$ cat src/rtl/up_count_mon_pkg.sv
// rtl/up_count_mon_pkg.sv - shared types and default constants for the up-count sequence monitor
//
// Purpose: holds the monitor FSM state type and the default parameter values
//          used by up_count_monitor.
// Ports:   none (package).
package up_count_mon_pkg;

  typedef enum logic {
    SYNC  = 1'b0,
    TRACK = 1'b1
  } mon_state_t;

  localparam int DEF_WIDTH      = 4;
  localparam int DEF_STAT_W     = 8;
  localparam int DEF_LOSS_LIMIT = 3;

endpackage

$ cat src/rtl/up_count_monitor_sat_counter.sv
// rtl/up_count_monitor_sat_counter.sv - saturating event counter with priority clear
//
// Purpose: counts single-cycle increment requests, holds at all-ones instead of
//          wrapping. A clear in the same cycle as an increment wins, so that
//          event is dropped.
// Ports:
//   clk   in  1      rising-edge clock
//   reset in  1      synchronous active-high reset, clears the count
//   inc   in  1      increment request for this cycle
//   clr   in  1      synchronous clear, priority over inc
//   q     out W      current count
module sat_counter #(
  parameter int W = 8
) (
  input  logic         clk,
  input  logic         reset,
  input  logic         inc,
  input  logic         clr,
  output logic [W-1:0] q
);

  logic [W-1:0] cnt_q;
  logic [W-1:0] cnt_d;

  always_comb begin
    cnt_d = cnt_q;
    if (clr) begin
      cnt_d = '0;
    end else if (inc && (cnt_q != '1)) begin
      cnt_d = cnt_q + W'(1);
    end
  end

  always_ff @(posedge clk) begin
    if (reset) begin
      cnt_q <= '0;
    end else begin
      cnt_q <= cnt_d;
    end
  end

  assign q = cnt_q;

endmodule

$ cat src/rtl/up_count_monitor.sv
// rtl/up_count_monitor.sv - checks that a counter advances by exactly +1 every cycle
//
// Purpose: samples count_in every cycle; in TRACK compares it with the previous
//          sample plus one (mod 2^WIDTH), flags wrap-arounds and mismatches,
//          keeps saturating statistics and drops lock after LOSS_LIMIT
//          consecutive mismatches, re-anchoring on its own from SYNC.
// Ports:
//   clk        in  1       rising-edge clock
//   reset      in  1       synchronous active-high reset
//   clr        in  1       clears wrap_cnt, err_cnt, err_sticky (not lock)
//   count_in   in  WIDTH   monitored counter value
//   locked     out 1       high while in TRACK
//   wrap_pulse out 1       one-cycle pulse on a legal all-ones -> 0 step
//   seq_err    out 1       one-cycle pulse on a sequence mismatch
//   err_sticky out 1       set by any mismatch, cleared by reset or clr
//   wrap_cnt   out STAT_W  saturating wrap count
//   err_cnt    out STAT_W  saturating error count
module up_count_monitor
  import up_count_mon_pkg::*;
#(
  parameter int WIDTH      = DEF_WIDTH,
  parameter int STAT_W     = DEF_STAT_W,
  parameter int LOSS_LIMIT = DEF_LOSS_LIMIT
) (
  input  logic              clk,
  input  logic              reset,
  input  logic              clr,
  input  logic [WIDTH-1:0]  count_in,
  output logic              locked,
  output logic              wrap_pulse,
  output logic              seq_err,
  output logic              err_sticky,
  output logic [STAT_W-1:0] wrap_cnt,
  output logic [STAT_W-1:0] err_cnt
);

  mon_state_t       state_q, state_d;
  logic [WIDTH-1:0] prev_q, prev_d;
  logic [WIDTH-1:0] expected;
  logic [3:0]       consec_q, consec_d;
  logic [3:0]       consec_inc;
  logic             wrap_pulse_q, wrap_pulse_d;
  logic             seq_err_q, seq_err_d;
  logic             err_sticky_q, err_sticky_d;

  always_comb begin
    state_d      = state_q;
    prev_d       = prev_q;
    consec_d     = consec_q;
    wrap_pulse_d = 1'b0;
    seq_err_d    = 1'b0;
    expected     = prev_q + WIDTH'(1);
    consec_inc   = consec_q + 4'd1;

    case (state_q)
      SYNC: begin
        // Anchor only; nothing is known about the previous value yet.
        prev_d   = count_in;
        consec_d = 4'd0;
        state_d  = TRACK;
      end
      TRACK: begin
        if (count_in == expected) begin
          prev_d       = count_in;
          consec_d     = 4'd0;
          wrap_pulse_d = (prev_q == '1) && (count_in == '0);
        end else begin
          // Re-anchor on the bad value so a single glitch costs two errors,
          // not a permanent offset.
          seq_err_d = 1'b1;
          prev_d    = count_in;
          if (consec_inc == 4'(LOSS_LIMIT)) begin
            state_d  = SYNC;
            consec_d = 4'd0;
          end else begin
            consec_d = consec_inc;
          end
        end
      end
      default: begin
        state_d = SYNC;
      end
    endcase

    // clr wins over a same-cycle error so that event is not recorded.
    err_sticky_d = clr ? 1'b0 : (err_sticky_q | seq_err_d);
  end

  always_ff @(posedge clk) begin
    if (reset) begin
      state_q      <= SYNC;
      prev_q       <= '0;
      consec_q     <= 4'd0;
      wrap_pulse_q <= 1'b0;
      seq_err_q    <= 1'b0;
      err_sticky_q <= 1'b0;
    end else begin
      state_q      <= state_d;
      prev_q       <= prev_d;
      consec_q     <= consec_d;
      wrap_pulse_q <= wrap_pulse_d;
      seq_err_q    <= seq_err_d;
      err_sticky_q <= err_sticky_d;
    end
  end

  // Statistics update on the same edge as the pulse they count.
  sat_counter #(.W(STAT_W)) u_wrap_cnt (
    .clk   (clk),
    .reset (reset),
    .inc   (wrap_pulse_d),
    .clr   (clr),
    .q     (wrap_cnt)
  );

  sat_counter #(.W(STAT_W)) u_err_cnt (
    .clk   (clk),
    .reset (reset),
    .inc   (seq_err_d),
    .clr   (clr),
    .q     (err_cnt)
  );

  assign locked     = (state_q == TRACK);
  assign wrap_pulse = wrap_pulse_q;
  assign seq_err    = seq_err_q;
  assign err_sticky = err_sticky_q;

endmodule

$ cat config.mk
export PLATFORM = sky130hd
export DESIGN_NAME = up_count_monitor
export DESIGN_NICKNAME = d
export VERILOG_FILES = /design/src/rtl/up_count_mon_pkg.sv /design/src/rtl/up_count_monitor_sat_counter.sv /design/src/rtl/up_count_monitor.sv
export SDC_FILE = /design/constraint.sdc
export NUM_CORES = 1
export LEC_CHECK = 0
export ABC_AREA = 1
export BUFFER_PORTS_ARGS = -buffer_cell sky130_fd_sc_hd__buf_2
export CAP_MARGIN = 0
export CORE_MARGIN = 5
export CORE_UTILIZATION = 58
export CTS_BUF_LIST = sky130_fd_sc_hd__clkbuf_4 sky130_fd_sc_hd__clkbuf_8 sky130_fd_sc_hd__clkbuf_16
export CTS_CLUSTER_SIZE = 24
export DETAILED_ROUTE_END_ITERATION = 16
export GPL_ROUTABILITY_DRIVEN = 1
export PLACE_DENSITY_LB_ADDON = 0.05
export SKIP_LAST_GASP = 1
export SYNTH_ARGS = -nofsm -noshare
export SYNTH_HDL_FRONTEND = slang
export SYNTH_HIERARCHICAL = 1
export SYNTH_SLANG_ARGS = --single-unit
$ cat constraint.sdc
create_clock -name clk -period 3.4 [get_ports clk]
set_clock_uncertainty 0.1 [all_clocks]
set_input_delay 0.51 -clock clk [delete_from_list [all_inputs] [get_ports clk]]
set_output_delay 0.51 -clock clk [all_outputs]
set_load 0.005 [all_outputs]
**Word-level counts from Yosys, hierarchy flattened**

Index checks and enable logic that the tools add are counted.

- Flip-flop bits (word level): 28
- Output and inout port bits: 20

- Add/subtract/negate cells: 4
- Equal/unequal tests: 5
- Mux-type cells: 10
- Bitwise operators: 2
- Reductions and logical operators: 5

Operators by type and width:

| kind | number |
|---|---|
| 8-bit by 1-bit adder with 8-bit output, second input constant | 2 |
| 8-bit != test, second input constant | 2 |
| 4-bit by 1-bit adder with 4-bit output, second input constant | 2 |
| 4-bit 2-to-1 mux | 2 |
| 4-bit one-hot mux with 2 select lines | 1 |
| 1-bit 2-to-1 mux | 6 |
| 4-bit by 2-bit == test with 1-bit output, second input constant | 1 |
| 4-bit == test | 1 |
| 4-bit == test, second input constant | 1 |
| 4-bit logical NOT | 1 |
| 1-bit logical AND | 3 |
| 1-bit one-hot mux with 2 select lines | 1 |
| 2-bit OR reduction | 1 |
| 1-bit inverter | 1 |
| 1-bit OR | 1 |

**Depth between registers and ports, before layout**

Gate-level depths: netlist of the first run.

- Word-level depth: 5
- Depth in mapped cells: 15
- Gate-level depth less buffers: 15

**By module**

The synthesis of the first run kept the hierarchy.

By module, submodules not included:

| module | times used | cells each | area an instance (µm²) | sequential area each (µm²) |
|---|---|---|---|---|
| sat_counter | 2 | 73 | 460.4 | 160.2 |
| up_count_monitor | 1 | 78 | 560.5 | 240.2 |

**Worst setup path after synthesis of the first run**

No wires, ideal clock.

- Path type: reg2reg
- From: reg prev_q[0]
- To: reg u_wrap_cnt.cnt_q[7], in the netlist u_wrap_cnt/q[7]
- Library setup time: 0.117 ns
- Arrival time: 1.620 ns
- Data required time: 3.183 ns
- Slack: 1.563 ns
- Stages on the path, launching flop included: 12
- Path buffers: 1
- Cells stage by stage: dfxtp_1 > ha_1 > inv_1 > nand2_1 > nand3_1 > nor2_2 > nand2_2 > nor2_1 > clkbuf_1 > nand2_1 > nor2_1 > nor2_1

- Cells in the longest elaborated chain, start to end: 5

RTL lines:

| element | line | source |
|---|---|---|
| from (decl) | up_count_monitor.sv:38 | `logic [WIDTH-1:0] prev_q, prev_d;` |
| from (signal assigned) | up_count_monitor.sv:99 | `prev_q <= prev_d;` |
| 4-bit by 1-bit adder with 4-bit output or 4-bit == test (tied branches) | up_count_monitor.sv:52, up_count_monitor.sv:66 |  |
| 4-bit == test or 1-bit logical AND (tied branches) | up_count_monitor.sv:63, up_count_monitor.sv:66 |  |
| 1-bit 2-to-1 mux * | up_count_monitor.sv:63 | `if (count_in == expected) begin` |
| 1-bit 2-to-1 mux * | up_count_monitor.sv:55 | `case (state_q)` |
| named net wrap_pulse_d | up_count_monitor.sv:42 | `logic wrap_pulse_q, wrap_pulse_d;` |
| 1-bit logical AND * | up_count_monitor_sat_counter.sv:29 | `end else if (inc && (cnt_q != '1)) begin` |
| to (signal assigned) | up_count_monitor_sat_counter.sv:38 | `cnt_q <= cnt_d;` |
| to (decl) | up_count_monitor_sat_counter.sv:22 | `logic [W-1:0] cnt_q;` |

Mark *: on every way through the listed nets, which the timed path passes. The rest lies on a longest branch.
A chain may end at the register's enable or synchronous reset.

**Worst setup path in the final report of the first run**

- From: reg prev_q[0]
- To: reg u_wrap_cnt.cnt_q[3], in the netlist u_wrap_cnt/q[3]

The elaborated chain is that of the path after synthesis.

==> flow_summary.html, run 1 <==
<table>
<tr><th>Metric</th><th>Value</th></tr>
<tr><th colspan="2">Outcome</th></tr>
<tr><td>Result of the run</td><td>finished clean</td></tr>
<tr><th colspan="2">Worst setup path</th></tr>
<tr><td>Capturing point of the worst reg2reg path</td><td>u_wrap_cnt/q[3]</td></tr>
<tr><td>Worst r2r src</td><td>prev_q[0]</td></tr>
<tr><td>Category of the critical setup timing path</td><td>reg2reg</td></tr>
<tr><td>Capturing element of the worst setup path</td><td>u_wrap_cnt/q[3]</td></tr>
<tr><td>Critical Path Source</td><td>prev_q[0]</td></tr>
<tr><td>Peak fanout along the critical path</td><td>12</td></tr>
<tr><td>Kind of end point of the critical path</td><td>flip-flop</td></tr>
<tr><td>Worst r2r path cells</td><td>11</td></tr>
<tr><td>Startpoint class of the critical path</td><td>flip-flop</td></tr>
<tr><td>Most Frequent Cell on Critical Path</td><td>nor2_1</td></tr>
<tr><td>Critical path's largest stage delay</td><td>0.56 ns</td></tr>
<tr><td>Setup slack, reg-to-reg</td><td>1.12 ns</td></tr>
<tr><td>Endpoint arrival time on the critical path</td><td>2.43 ns</td></tr>
<tr><td>Data required time at the worst endpoint</td><td>between 3 and 4 ns</td></tr>
<tr><td>Cell type of the slowest stage on the worst timing path</td><td>nor2_1</td></tr>
<tr><td>Cells traversed along the worst timing path</td><td>ha_1 -&gt; nand2_1 -&gt; nand3_1 -&gt; nor2_2 -&gt; nand2_2 -&gt; nor2_1 -&gt; inv_1 -&gt; nor2_1 -&gt; nand3_1 -&gt; nand2_1 -&gt; nor2_1</td></tr>
<tr><th colspan="2">Global route</th></tr>
<tr><td>Number of antenna violations at the first check in global routing</td><td>0</td></tr>
<tr><td>GR peak layer</td><td>met2</td></tr>
<tr><td>GR Layer Usage met1</td><td>22.7%</td></tr>
<tr><td>Congestion Overflow GR</td><td>0</td></tr>
<tr><td>Global routing met2 resource utilization</td><td>29.0%</td></tr>
<tr><td>Number of global-route vias before repair</td><td>1201</td></tr>
<tr><td>Maximum number of pins on one net before global-route repair</td><td>17</td></tr>
<tr><td>Met3 global-route usage</td><td>roughly 3.2%</td></tr>
<tr><td>Global-route wire length before repair</td><td>4970 um</td></tr>
<tr><td>Total global routing track utilization</td><td>around 18%</td></tr>
<tr><th colspan="2">Die</th></tr>
<tr><td>Die outline area</td><td>0.00367 mm^2</td></tr>
<tr><td>Number of top-level pins</td><td>27</td></tr>
<tr><td>Row count</td><td>18</td></tr>
<tr><td>Effective utilization at floorplan</td><td>60.3%</td></tr>
<tr><td>Die width</td><td>~61 um</td></tr>
<tr><td>Die span in y</td><td>~60 um</td></tr>
<tr><td>Core ar.</td><td>around 0.0025 mm^2</td></tr>
<tr><th colspan="2">Placed design</th></tr>
<tr><td>Final RePlAce weighted congestion</td><td>0.772</td></tr>
<tr><td>DP Area</td><td>0.00164 mm^2</td></tr>
<tr><td>Input/output buffers</td><td>26</td></tr>
<tr><td>Setup slack at placement</td><td>about 1.1 ns</td></tr>
<tr><td>HPWL after DPL</td><td>~2100 um</td></tr>
<tr><th colspan="2">Routing</th></tr>
<tr><td>DR vias/cell</td><td>between 4 and 5</td></tr>
<tr><td>Remaining number of nets flagged by the antenna check after routing</td><td>0</td></tr>
<tr><td>Number of vias after detailed routing</td><td>between 1k and 1.5k</td></tr>
<tr><td>Initial DRC Count</td><td>between 70 and 80</td></tr>
<tr><td>Detailed-router iteration count before antenna repair</td><td>4</td></tr>
<tr><td>Residual DRC</td><td>0</td></tr>
<tr><td>Final Routed Wirelength</td><td>2720 um</td></tr>
<tr><td>Mean routed wirelength per cell</td><td>approximately 9.7 um</td></tr>
<tr><th colspan="2">Hold path</th></tr>
<tr><td>Type of the tightest min-delay check</td><td>in2reg</td></tr>
<tr><td>Cells on Worst Hold Path</td><td>3</td></tr>
<tr><th colspan="2">Layout</th></tr>
<tr><td>Share of cells above drive strength 1</td><td>roughly 18%</td></tr>
<tr><td>Layout overhead on the synthesized area</td><td>14.1%</td></tr>
<tr><td>Most frequent standard cell in the layout excluding fill and tap cells</td><td>nand2_1</td></tr>
<tr><td>Antenna diodes</td><td>0</td></tr>
<tr><td>Total non-filler cell area in the finished layout</td><td>between 0.0015 and 0.002 mm^2</td></tr>
<tr><td>Final Core Density</td><td>68.9%</td></tr>
<tr><td>Most used cells in the layout excluding fill and tap cells</td><td>nand2_1 (51), nor2_1 (42), inv_1 (31)</td></tr>
<tr><td>Total number of nets in the final design</td><td>264</td></tr>
<tr><th colspan="2">Timing</th></tr>
<tr><td>Final Hold Violating Endpoints</td><td>0</td></tr>
<tr><td>Transition time at the pin with the least slew margin</td><td>around 0.70 ns</td></tr>
<tr><td>Fin crit period</td><td>2.28 ns</td></tr>
<tr><td>Minimum setup slack in the final design</td><td>1.12 ns</td></tr>
<tr><td>RSZ-0062 raised after global routing</td><td>no</td></tr>
<tr><td>Maximum clock frequency</td><td>0.438 GHz</td></tr>
<tr><td>Final period util</td><td>67.1%</td></tr>
<tr><td>Pins Over Slew Limit</td><td>0</td></tr>
<tr><td>Final setup fails</td><td>0</td></tr>
<tr><td>Sum of negative setup slack</td><td>0 ns</td></tr>
<tr><td>Relative max-transition margin</td><td>52.9%</td></tr>
<tr><th colspan="2">Power</th></tr>
<tr><td>Power Total</td><td>0.618 mW</td></tr>
<tr><td>Leakage power summed over all cells</td><td>0.804 nW</td></tr>
<tr><td>Worst-case vdd ir drop</td><td>279 uV</td></tr>
<tr><td>Pwr/cell area</td><td>365 mW/mm^2</td></tr>
<tr><th colspan="2">Clock network</th></tr>
<tr><td>Worst-path clk slew</td><td>0.15 ns</td></tr>
<tr><td>Number of buffers inserted during clock tree synthesis</td><td>3</td></tr>
<tr><td>Post-CTS setup-driven buffer insertion count</td><td>0</td></tr>
<tr><td>Maximum buffer depth of the clock tree</td><td>2</td></tr>
<tr><td>Depth of the CTS H-tree</td><td>1</td></tr>
<tr><td>CTS sink cnt</td><td>28</td></tr>
<tr><td>Clock Latency Late Sink</td><td>0.33 ns</td></tr>
<tr><td>Clock tree from TritonCTS</td><td>built</td></tr>
<tr><td>Post_cts resized</td><td>0</td></tr>
<tr><td>Hold buffers post-CTS</td><td>0</td></tr>
<tr><td>Clock Root Buffer</td><td>clkbuf_4</td></tr>
<tr><th colspan="2">Run</th></tr>
<tr><td>Max_cap viols</td><td>0</td></tr>
<tr><th colspan="2">Synth</th></tr>
<tr><td>Avg Synthesized Cell Area</td><td>between 6 and 7 um^2</td></tr>
<tr><td>Gate Count Post-Synth</td><td>224</td></tr>
<tr><td>Sequential share of the synthesized area</td><td>~38%</td></tr>
<tr><td>Distinct cell type count of the synthesized netlist</td><td>21</td></tr>
<tr><td>Total of flip-flops plus latches after synthesis</td><td>28</td></tr>
<tr><td>Synth warnings</td><td>6</td></tr>
<tr><td>Syn_nets</td><td>236</td></tr>
<tr><td>Post-synthesis instance area</td><td>0.00148 mm^2</td></tr>
</table>
power breakdown:
group | switching (mW) | internal, mW
registers | 0.00751 | 0.337
logic | 0.0323 | 0.0210
clock network | 0.101 | 0.119
registers in the layout, indices dropped and copies added, names as in the netlist:
register,cells
locked,1
prev_q,4
wrap_pulse,1
u_wrap_cnt/q,8
consec_q,4
u_err_cnt/q,8
err_sticky,1
seq_err,1
per-stage QoR:
step / hold WS [ns] / std cells
floorplan: 0.330 / 224
global placement: 0.340 / 277
detailed placement: 0.344 / 277
CTS: 0.294 / 281
global route: 0.292 / 281
finish: 0.300 / 281
routing by layer:
layer	vias up	part of all wire, %
met1	563	49
met2	24	45
met3	5	4.3
li1	751	-
met5	-	0
met4	0	1.7
critical path: cells and delay by family, from the launching register on:
kind                     cells  cell delay, ns
flip-flops                   1            0.37
buffers and inverters        1            0.13
AND/OR/NAND/NOR              9            1.30
adder cells (fa/ha/maj)      1            0.31
final cells by class:
cell class                      instances  area (um^2)
Tap cell                               30         37.5
Clock buffer                            3         22.5
Fill cell                             255          764
Timing Repair Buffer                   26          130
Multi-Input combinational cell        158          778
Sequential cell                        28          561
Clock inverter                          1         30.0
Inverter                               35          131
cell usage after synthesis, drive strengths merged:
cell    count  area [um^2]
nand4       2         12.5
clkbuf      3         11.3
nand2      55          216
inv        35          131
o21ai       4         20.0
xor2        1         8.76
a21oi      13         65.1
nor3        2         10.0
ha          5         62.6
or2         1         6.26
xnor2       2         17.5
dfxtp      28          561
nand3b      1         7.51
nor2       45          186
nand3      27          165
kinds of logic (layout without fill, tap and decap cells):
group	count (synthesis)	count (layout)	synth area share, %
flip-flops	28	28	37.8
buffers and inverters	38	65	9.63
AO/OA/AOI/OAI	17	17	5.74
adder cells (fa/ha/maj)	5	5	4.22
AND/OR/NAND/NOR	133	133	40.8
XOR/XNOR	3	3	1.77
how the worst min path moves through the flow:
stage	to	startpoint	slack (ns)
finish	prev_q[3]	count_in[3]	0.30
global route	prev_q[3]	count_in[3]	0.29
CTS	prev_q[3]	count_in[3]	0.29
detailed placement	err_sticky	err_sticky	0.34
global placement	err_sticky	err_sticky	0.34
floorplan	consec_q[0]	consec_q[0]	0.33
(Power assumes the default switching activity.)
==> run 2, diff against run 1 <==
CORE_UTILIZATION = 49   (was 58)
clock period = 1.93 ns   (was 3.4 ns; I/O delays follow)
==> run 2 against run 1 <==
  * Sequential share of layout area decreased by 1.1 points
  * Via count increased by 0.89%
  * Count of clock-buffer cells in the layout unchanged
  * Clock power increased by 74%
  * Die area increased by 15%
  * Combinational power increased by 93%
  * Critical endpoint is now u_wrap_cnt/q[7]
  * Largest power group unchanged
  * Highest routed layer unchanged
==> flow_summary.html, run 2 (synthesis results as in run 1) <==
<table>
<tr><th>Metric</th><th>Value</th></tr>
<tr><th colspan="2">Outcome</th></tr>
<tr><td>Result of the run</td><td>finished clean (unchanged)</td></tr>
<tr><th colspan="2">Power</th></tr>
<tr><td>Leakage power summed over all cells</td><td>0.828 nW (was 0.804 nW)</td></tr>
<tr><td>Sw Share</td><td>22.4% (was 22.8%)</td></tr>
<tr><td>Register share of total power</td><td>55.6% (was 55.7%)</td></tr>
<tr><td>Net load switching power</td><td>0.245 mW (was 0.141 mW)</td></tr>
<tr><td>Share of power burned in the clock network</td><td>35.0% (was 35.6%)</td></tr>
<tr><td>Pwr/cell area</td><td>624 mW/mm^2 (was 365 mW/mm^2)</td></tr>
<tr><td>Worst-case vdd ir drop</td><td>350 uV (was 279 uV)</td></tr>
<tr><td>Internal power of the cells</td><td>0.847 mW (was 0.477 mW)</td></tr>
<tr><td>Power Total</td><td>1.09 mW (was 0.618 mW)</td></tr>
<tr><td>Logic gate share of total power</td><td>9.4% (was 8.6%)</td></tr>
<tr><th colspan="2">Routing</th></tr>
<tr><td>Remaining number of nets flagged by the antenna check after routing</td><td>0 (unchanged)</td></tr>
<tr><td>Detailed-router iteration count before antenna repair</td><td>4 (unchanged)</td></tr>
<tr><td>Residual DRC</td><td>0 (unchanged)</td></tr>
<tr><td>Mean routed wirelength per cell</td><td>9.73 um (was 9.69 um)</td></tr>
<tr><td>Number of vias after detailed routing</td><td>1355 (was 1343)</td></tr>
<tr><td>Initial DRC Count</td><td>73 (unchanged)</td></tr>
<tr><td>Final Routed Wirelength</td><td>2810 um (was 2720 um)</td></tr>
<tr><td>DR vias/cell</td><td>4.69 (was 4.78)</td></tr>
<tr><th colspan="2">Layout</th></tr>
<tr><td>Antenna diodes</td><td>0 (unchanged)</td></tr>
<tr><td>Number of fillers in the final layout</td><td>307 (was 255)</td></tr>
<tr><td>Layout overhead on the synthesized area</td><td>18.2% (was 14.1%)</td></tr>
<tr><td>Most frequent standard cell in the layout excluding fill and tap cells</td><td>nand2_1 (unchanged)</td></tr>
<tr><td>Share of cells above drive strength 1</td><td>21.9% (was 17.9%)</td></tr>
<tr><td>Total number of nets in the final design</td><td>269 (was 264)</td></tr>
<tr><td>Most used cells in the layout excluding fill and tap cells</td><td>nand2_1 (51), nor2_1 (38), inv_1 (30) (was nand2_1 (51), nor2_1 (42), inv_1 (31))</td></tr>
<tr><th colspan="2">Die</th></tr>
<tr><td>Core ar.</td><td>0.00298 mm^2 (was 0.00245 mm^2)</td></tr>
<tr><td>Die width</td><td>65.0 um (was 60.5 um)</td></tr>
<tr><td>Number of top-level pins</td><td>27 (unchanged)</td></tr>
<tr><td>Row count</td><td>20 (was 18)</td></tr>
<tr><td>Die outline area</td><td>0.00422 mm^2 (was 0.00367 mm^2)</td></tr>
<tr><td>Die span in y</td><td>65.0 um (was 60.5 um)</td></tr>
<tr><td>Effective utilization at floorplan</td><td>49.7% (was 60.3%)</td></tr>
<tr><th colspan="2">Worst setup path</th></tr>
<tr><td>Worst r2r src</td><td>prev_q[0] (unchanged)</td></tr>
<tr><td>Cell type of the slowest stage on the worst timing path</td><td>dfxtp_2 (was nor2_1)</td></tr>
<tr><td>Capturing point of the worst reg2reg path</td><td>u_wrap_cnt/q[7] (was u_wrap_cnt/q[3])</td></tr>
<tr><td>Category of the critical setup timing path</td><td>reg2reg (unchanged)</td></tr>
<tr><td>Number of buffers and inverters on the critical path</td><td>2 (was 1)</td></tr>
<tr><td>Startpoint class of the critical path</td><td>flip-flop (unchanged)</td></tr>
<tr><td>Endpoint arrival time on the critical path</td><td>1.86 ns (was 2.43 ns)</td></tr>
<tr><td>Critical path's largest stage delay</td><td>0.36 ns (was 0.56 ns)</td></tr>
<tr><td>Setup slack, reg-to-reg</td><td>0.21 ns (was 1.12 ns)</td></tr>
<tr><td>Critical Path Source</td><td>prev_q[0] (unchanged)</td></tr>
<tr><td>Kind of end point of the critical path</td><td>flip-flop (unchanged)</td></tr>
<tr><td>WP depth</td><td>11 (unchanged)</td></tr>
<tr><td>Largest delay share family, worst path</td><td>simple AND/OR/NAND/NOR gates (unchanged)</td></tr>
<tr><td>Data required time at the worst endpoint</td><td>2.07 ns (was 3.54 ns)</td></tr>
<tr><td>Peak fanout along the critical path</td><td>6 (was 12)</td></tr>
<tr><td>Worst r2r path cells</td><td>11 (unchanged)</td></tr>
<tr><td>Cells traversed along the worst timing path</td><td>ha_1 -&gt; inv_1 -&gt; nand2_1 -&gt; nand3_1 -&gt; nor2_2 -&gt; nand2_2 -&gt; nor2_4 -&gt; buf_4 -&gt; nand2_1 -&gt; nor2_1 -&gt; nor2_1 (was ha_1 -&gt; nand2_1 -&gt; nand3_1 -&gt; nor2_2 -&gt; nand2_2 -&gt; nor2_1 -&gt; inv_1 -&gt; nor2_1 -&gt; nand3_1 -&gt; nand2_1 -&gt; nor2_1)</td></tr>
<tr><th colspan="2">Global route</th></tr>
<tr><td>Congestion Overflow GR</td><td>0 (unchanged)</td></tr>
<tr><td>Global-route wire length before repair</td><td>5130 um (was 4970 um)</td></tr>
<tr><td>Maximum number of pins on one net before global-route repair</td><td>17 (unchanged)</td></tr>
<tr><td>Number of antenna violations at the first check in global routing</td><td>0 (unchanged)</td></tr>
<tr><td>Number of global-route vias before repair</td><td>1242 (was 1201)</td></tr>
<tr><td>Total global routing track utilization</td><td>15.0% (was 17.6%)</td></tr>
<tr><th colspan="2">Run</th></tr>
<tr><td>Max_cap viols</td><td>0 (unchanged)</td></tr>
<tr><th colspan="2">Hold path</th></tr>
<tr><td>HP Start</td><td>count_in[3] (unchanged)</td></tr>
<tr><td>Worst Hold End</td><td>prev_q[3] (unchanged)</td></tr>
<tr><td>Type of the tightest min-delay check</td><td>in2reg (unchanged)</td></tr>
<tr><td>Cells on Worst Hold Path</td><td>3 (unchanged)</td></tr>
<tr><th colspan="2">Timing</th></tr>
<tr><td>Maximum clock frequency</td><td>0.580 GHz (was 0.438 GHz)</td></tr>
<tr><td>Pins Over Slew Limit</td><td>0 (unchanged)</td></tr>
<tr><td>Sum of negative setup slack</td><td>0 ns (unchanged)</td></tr>
<tr><td>Final Hold Violating Endpoints</td><td>0 (unchanged)</td></tr>
<tr><td>Final period util</td><td>89.3% (was 67.1%)</td></tr>
<tr><td>Relative max-transition margin</td><td>64.0% (was 52.9%)</td></tr>
<tr><td>Worst hold slack across all endpoints</td><td>0.0871 ns (was 0.300 ns)</td></tr>
<tr><td>Final setup fails</td><td>0 (unchanged)</td></tr>
<tr><td>Fin crit period</td><td>1.72 ns (was 2.28 ns)</td></tr>
<tr><td>Transition time at the pin with the least slew margin</td><td>0.538 ns (was 0.703 ns)</td></tr>
<tr><th colspan="2">Clock network</th></tr>
<tr><td>Number of buffers inserted during clock tree synthesis</td><td>3 (unchanged)</td></tr>
<tr><td>Hold buffers post-CTS</td><td>0 (unchanged)</td></tr>
<tr><td>Clock tree from TritonCTS</td><td>built (unchanged)</td></tr>
<tr><td>Depth of the CTS H-tree</td><td>1 (unchanged)</td></tr>
<tr><td>Clock Latency Late Sink</td><td>0.33 ns (about the same)</td></tr>
<tr><td>Worst-path clk slew</td><td>0.15 ns (about the same)</td></tr>
<tr><td>Clock Root Buffer</td><td>clkbuf_4 (unchanged)</td></tr>
<tr><td>CTS sink cnt</td><td>28 (unchanged)</td></tr>
<tr><td>Maximum buffer depth of the clock tree</td><td>2 (unchanged)</td></tr>
<tr><th colspan="2">Placed design</th></tr>
<tr><td>Final RePlAce weighted congestion</td><td>0.778 (was 0.772)</td></tr>
<tr><td>HPWL after DPL</td><td>2160 um (was 2100 um)</td></tr>
<tr><td>Input/output buffers</td><td>26 (unchanged)</td></tr>
</table>
==> run 2: worst max-delay path by stage <==
stage	end	slack (ns)
2_1_floorplan	u_wrap_cnt/q[7]	0.09
3_3_place_gp	u_wrap_cnt/q[4]	0.14
3_5_place_dp	u_wrap_cnt/q[3]	0.09
4_1_cts	u_wrap_cnt/q[3]	0.06
5_1_grt	u_wrap_cnt/q[3]	-0.01
6_report	u_wrap_cnt/q[7]	0.21
==> run 2: cell type report <==
cell class                      count  area (um^2)  area share, %
Sequential cell                    28          562           32.1
Inverter                           35          134           7.65
Tap cell                           33         41.3           2.36
Clock inverter                      1         30.0           1.72
Multi-Input combinational cell    158          793           45.3
Timing Repair Buffer               31          168           9.58
Clock buffer                        3         22.5           1.29
==> run 2: metrics by stage <==
stage | setup WS (ns) | utilization, % | cells | instance area (um^2)
2_1_floorplan | 0.0926 | - | 224 | 1480
3_3_place_gp | 0.144 | 56.1 | 284 | 1670
3_5_place_dp | 0.0940 | 56.1 | 284 | 1670
4_1_cts | 0.0556 | 57.9 | 288 | 1720
5_1_grt | -0.0112 | 58.8 | 289 | 1750
6_report | 0.207 | 58.8 | 289 | 1750
==> run 2: what timing repair did <==
| item | CTS | global route |
|---|---|---|
| resized for setup | 0 | 8 |
| setup endpoints to repair | 0 | 14 |
| setup buffers | 0 | 1 |
==> run 2: worst register-to-register path, stage by stage, from the launching register on <==
cell and delay (ns):
dfxtp_2 0.36, ha_1 0.29, inv_1 0.04, nand2_1 0.05
nand3_1 0.08, nor2_2 0.12, nand2_2 0.09, nor2_4 0.13
buf_4 0.16, nand2_1 0.08, nor2_1 0.11, nor2_1 0.04
==> run 2: routing by layer <==
metal / routed length [um] / vias up / global-route usage, %
li1: - / 760 / -
met1: 1460 / 571 / 19.7
met2: 1210 / 19 / 24.1
met3: 91 / 5 / 2.25
met4: 49 / 0 / 6.33
met5: 0 / - / 0
==> run 2: power groups by stage <==
| stage | Combinational [mW] | Clock (mW) | Sequential (mW) |
|---|---|---|---|
| 6_report | 0.103 | 0.382 | 0.607 |
| 5_1_grt | 0.120 | 0.430 | 0.611 |
| 4_1_cts | 0.0996 | 0.402 | 0.607 |
| 3_5_place_dp | 0.0991 | 0 | 0.620 |
| 3_3_place_gp | 0.0984 | 0 | 0.620 |
| 2_1_floorplan | 0.0667 | 0 | 0.618 |
==> run 3, diff against run 2 <==
CORE_UTILIZATION = 45   (was 49)
clock period = 1.75 ns   (was 1.93 ns; I/O delays follow)
==> run 3 against run 2 <==
  * Setup slack worse by 0.19 ns
  * Sequential power up 10%
  * Utilization grew 0.69 points
  * Hold slack lost 0.024 ns
  * Clock power increased by 13%
  * Cell count up 5.2%
  * Register-to-register slack worse by 0.19 ns
  * Die area is 7.5% higher
  * Critical path depth grew 3
  * Combinational power is 25% higher
  * Critical path type unchanged
  * Highest routed layer unchanged
==> flow_summary.html, run 3 (synthesis results as in run 1) <==
<table>
<tr><th>Metric</th><th>Value</th></tr>
<tr><th colspan="2">Worst setup path</th></tr>
<tr><td>Critical Path Source</td><td>prev_q[1] (was prev_q[0])</td></tr>
<tr><td>Setup slack, reg-to-reg</td><td>0.02 ns (was 0.21 ns)</td></tr>
<tr><td>Data required time at the worst endpoint</td><td>1.89 ns (was 2.07 ns)</td></tr>
<tr><td>Kind of end point of the critical path</td><td>flip-flop (unchanged)</td></tr>
<tr><td>Capturing point of the worst reg2reg path</td><td>u_wrap_cnt/q[4] (was u_wrap_cnt/q[7])</td></tr>
<tr><td>Category of the critical setup timing path</td><td>reg2reg (unchanged)</td></tr>
<tr><td>Worst r2r path cells</td><td>14 (was 11)</td></tr>
<tr><td>Capturing element of the worst setup path</td><td>u_wrap_cnt/q[4] (was u_wrap_cnt/q[7])</td></tr>
<tr><td>Startpoint class of the critical path</td><td>flip-flop (unchanged)</td></tr>
<tr><td>Peak fanout along the critical path</td><td>4 (was 6)</td></tr>
<tr><td>Endpoint arrival time on the critical path</td><td>1.87 ns (was 1.86 ns)</td></tr>
<tr><td>Worst r2r src</td><td>prev_q[1] (was prev_q[0])</td></tr>
<tr><th colspan="2">Run</th></tr>
<tr><td>Max_cap viols</td><td>0 (unchanged)</td></tr>
<tr><th colspan="2">Clock network</th></tr>
<tr><td>Number of buffers inserted during clock tree synthesis</td><td>3 (unchanged)</td></tr>
<tr><td>Clock Latency Late Sink</td><td>0.33 ns (about the same)</td></tr>
<tr><td>Worst-path clk slew</td><td>0.15 ns (about the same)</td></tr>
<tr><td>Maximum buffer depth of the clock tree</td><td>2 (unchanged)</td></tr>
<tr><td>Hold buffers post-CTS</td><td>0 (unchanged)</td></tr>
<tr><td>Clock Root Buffer</td><td>clkbuf_4 (unchanged)</td></tr>
<tr><td>Clock tree from TritonCTS</td><td>built (unchanged)</td></tr>
<tr><td>CTS sink cnt</td><td>28 (unchanged)</td></tr>
<tr><td>Depth of the CTS H-tree</td><td>1 (unchanged)</td></tr>
<tr><th colspan="2">Routing</th></tr>
<tr><td>Final Routed Wirelength</td><td>2900 um (was 2810 um)</td></tr>
<tr><td>Residual DRC</td><td>0 (unchanged)</td></tr>
<tr><td>Number of vias after detailed routing</td><td>1400 (was 1355)</td></tr>
<tr><td>Detailed-router iteration count before antenna repair</td><td>4 (unchanged)</td></tr>
<tr><td>Mean routed wirelength per cell</td><td>9.53 um (was 9.73 um)</td></tr>
<tr><td>Initial DRC Count</td><td>122 (was 73)</td></tr>
<tr><td>Remaining number of nets flagged by the antenna check after routing</td><td>0 (unchanged)</td></tr>
<tr><td>DR vias/cell</td><td>4.61 (was 4.69)</td></tr>
<tr><th colspan="2">Power</th></tr>
<tr><td>Leakage power summed over all cells</td><td>0.857 nW (was 0.828 nW)</td></tr>
<tr><td>Power Total</td><td>1.23 mW (was 1.09 mW)</td></tr>
<tr><td>Pwr/cell area</td><td>666 mW/mm^2 (was 624 mW/mm^2)</td></tr>
<tr><td>Worst-case vdd ir drop</td><td>574 uV (was 350 uV)</td></tr>
<tr><td>Logic gate share of total power</td><td>10.5% (was 9.4%)</td></tr>
<tr><td>Register share of total power</td><td>54.5% (was 55.6%)</td></tr>
<tr><td>Share of power burned in the clock network</td><td>35.0% (about the same)</td></tr>
<tr><td>Internal power of the cells</td><td>0.944 mW (was 0.847 mW)</td></tr>
<tr><td>Sw Share</td><td>23.2% (was 22.4%)</td></tr>
<tr><td>Net load switching power</td><td>0.284 mW (was 0.245 mW)</td></tr>
<tr><th colspan="2">Global route</th></tr>
<tr><td>Maximum number of pins on one net before global-route repair</td><td>17 (unchanged)</td></tr>
<tr><td>Congestion Overflow GR</td><td>0 (unchanged)</td></tr>
<tr><td>Number of global-route vias before repair</td><td>1186 (was 1242)</td></tr>
<tr><td>Global-route wire length before repair</td><td>4890 um (was 5130 um)</td></tr>
<tr><td>Number of antenna violations at the first check in global routing</td><td>0 (unchanged)</td></tr>
<tr><td>Total global routing track utilization</td><td>13.7% (was 15.0%)</td></tr>
<tr><th colspan="2">Die</th></tr>
<tr><td>Row count</td><td>20 (unchanged)</td></tr>
<tr><td>Die span in y</td><td>67.4 um (was 65.0 um)</td></tr>
<tr><td>Die outline area</td><td>0.00454 mm^2 (was 0.00422 mm^2)</td></tr>
<tr><td>Effective utilization at floorplan</td><td>47.7% (was 49.7%)</td></tr>
<tr><td>Core ar.</td><td>0.00310 mm^2 (was 0.00298 mm^2)</td></tr>
<tr><td>Die width</td><td>67.4 um (was 65.0 um)</td></tr>
<tr><td>Number of top-level pins</td><td>27 (unchanged)</td></tr>
<tr><th colspan="2">Timing</th></tr>
<tr><td>Transition time at the pin with the least slew margin</td><td>0.218 ns (was 0.538 ns)</td></tr>
<tr><td>Maximum clock frequency</td><td>0.578 GHz (was 0.580 GHz)</td></tr>
<tr><td>Relative max-transition margin</td><td>85.4% (was 64.0%)</td></tr>
<tr><td>Final period util</td><td>98.9% (was 89.3%)</td></tr>
<tr><td>Pins Over Slew Limit</td><td>0 (unchanged)</td></tr>
<tr><td>RSZ-0062 raised after global routing</td><td>yes</td></tr>
<tr><td>Final setup fails</td><td>0 (unchanged)</td></tr>
<tr><td>Final Hold Violating Endpoints</td><td>0 (unchanged)</td></tr>
<tr><td>Fin crit period</td><td>1.73 ns (was 1.72 ns)</td></tr>
<tr><th colspan="2">Hold path</th></tr>
<tr><td>Type of the tightest min-delay check</td><td>in2reg (unchanged)</td></tr>
<tr><th colspan="2">Layout</th></tr>
<tr><td>FF+latch area</td><td>563 um^2 (was 562 um^2)</td></tr>
<tr><td>Antenna diodes</td><td>0 (unchanged)</td></tr>
<tr><td>Footprint of the multi-input gates</td><td>835 um^2 (was 793 um^2)</td></tr>
<tr><td>Most frequent standard cell in the layout excluding fill and tap cells</td><td>nand2_1 (unchanged)</td></tr>
<tr><td>Most used cells in the layout excluding fill and tap cells</td><td>nand2_1 (48), nor2_1 (36), inv_1 (28) (was nand2_1 (51), nor2_1 (38), inv_1 (30))</td></tr>
<tr><td>Share of cells above drive strength 1</td><td>28.1% (was 21.9%)</td></tr>
<tr><td>Final Core Density</td><td>59.5% (was 58.8%)</td></tr>
<tr><td>Number of fillers in the final layout</td><td>315 (was 307)</td></tr>
<tr><td>Layout overhead on the synthesized area</td><td>24.6% (was 18.2%)</td></tr>
<tr><td>Total number of nets in the final design</td><td>273 (was 269)</td></tr>
<tr><th colspan="2">Outcome</th></tr>
<tr><td>Result of the run</td><td>finished clean (unchanged)</td></tr>
<tr><th colspan="2">Placed design</th></tr>
<tr><td>Final RePlAce weighted congestion</td><td>0.792 (was 0.778)</td></tr>
<tr><td>Input/output buffers</td><td>26 (unchanged)</td></tr>
<tr><td>HPWL after DPL</td><td>2220 um (was 2160 um)</td></tr>
</table>
==> run 3: cell types whose count changed in the layout (fill, tap and decap cells not counted), moves of 3 or more <==
cell / before / now
buf_6: 0 / 3
nand2_2: 4 / 7
a21oi_2: 0 / 3
inv_2: 4 / 7
nand2_1: 51 / 48
a21oi_1: 13 / 10
==> run 3: worst min-delay path by stage <==
stage | start | endpoint | cells past startpoint
2_1_floorplan | count_in[0] | prev_q[0] | 2
3_3_place_gp | consec_q[0] | consec_q[0] | 1
3_5_place_dp | err_sticky | err_sticky | 2
4_1_cts | count_in[3] | prev_q[3] | 3
5_1_grt | count_in[1] | prev_q[1] | 3
6_report | count_in[3] | prev_q[3] | 3
==> run 3: layout make-up <==
class                   count  area share [%]
multi-input cells         158            45.2
flip-flops and latches     28            30.5
repair buffers             35            11.3
inverters                  35            7.12
well taps                  44            2.98
clock inverters             1            1.63
clock buffers               3            1.22
==> run 3: worst max-delay path, stage by stage (launching register included) <==
cell	delay, ns
dfxtp_2	0.38
ha_4	0.14
inv_2	0.03
nand2_2	0.05
nand2_1	0.05
nand2_1	0.05
nand2_1	0.06
nor2_2	0.11
nand2_2	0.09
nor2_4	0.19
nand2_2	0.08
nor2_2	0.13
nand3_1	0.08
nand2_1	0.07
nor2_1	0.04
==> run 3: layer usage <==
metal	GRT usage [%]	vias up	part of all wire (%)	routed length, um
met2	23.3	20	45	1320
li1	-	772	-	-
met3	3.49	2	3.6	105
met1	17.7	606	50	1450
met5	0	-	0	0
met4	2.28	0	0.72	21
==> run 3: what timing repair did <==
action	CTS	global route
pin swaps	0	17
cloned	0	0
setup endpoints to repair	8	16
gates resized for setup	1	24
buffers inserted	0	0
==> run 3: stage by stage <==
stage	area (um^2)	TNS [ns]	setup slack (ns)	std cells	hold slack [ns]
final	1850	0	0.0197	304	0.0635
after global routing	1850	-0.398	-0.0999	304	0.0465
after CTS	1780	0	0.00461	304	0.0466
after detailed placement	1720	-0.262	-0.0613	300	0.346
after global placement	1720	-0.00377	-0.00377	300	0.343
after floorplan	1480	0	0.0128	224	0.288
==> run 3: power groups by stage <==
stage / clock [mW] / sequential, mW / combinational, mW
2_1_floorplan: 0 / 0.681 / 0.0741
3_3_place_gp: 0 / 0.681 / 0.121
3_5_place_dp: 0 / 0.681 / 0.122
4_1_cts: 0.446 / 0.667 / 0.123
5_1_grt: 0.470 / 0.672 / 0.148
6_report: 0.430 / 0.669 / 0.129
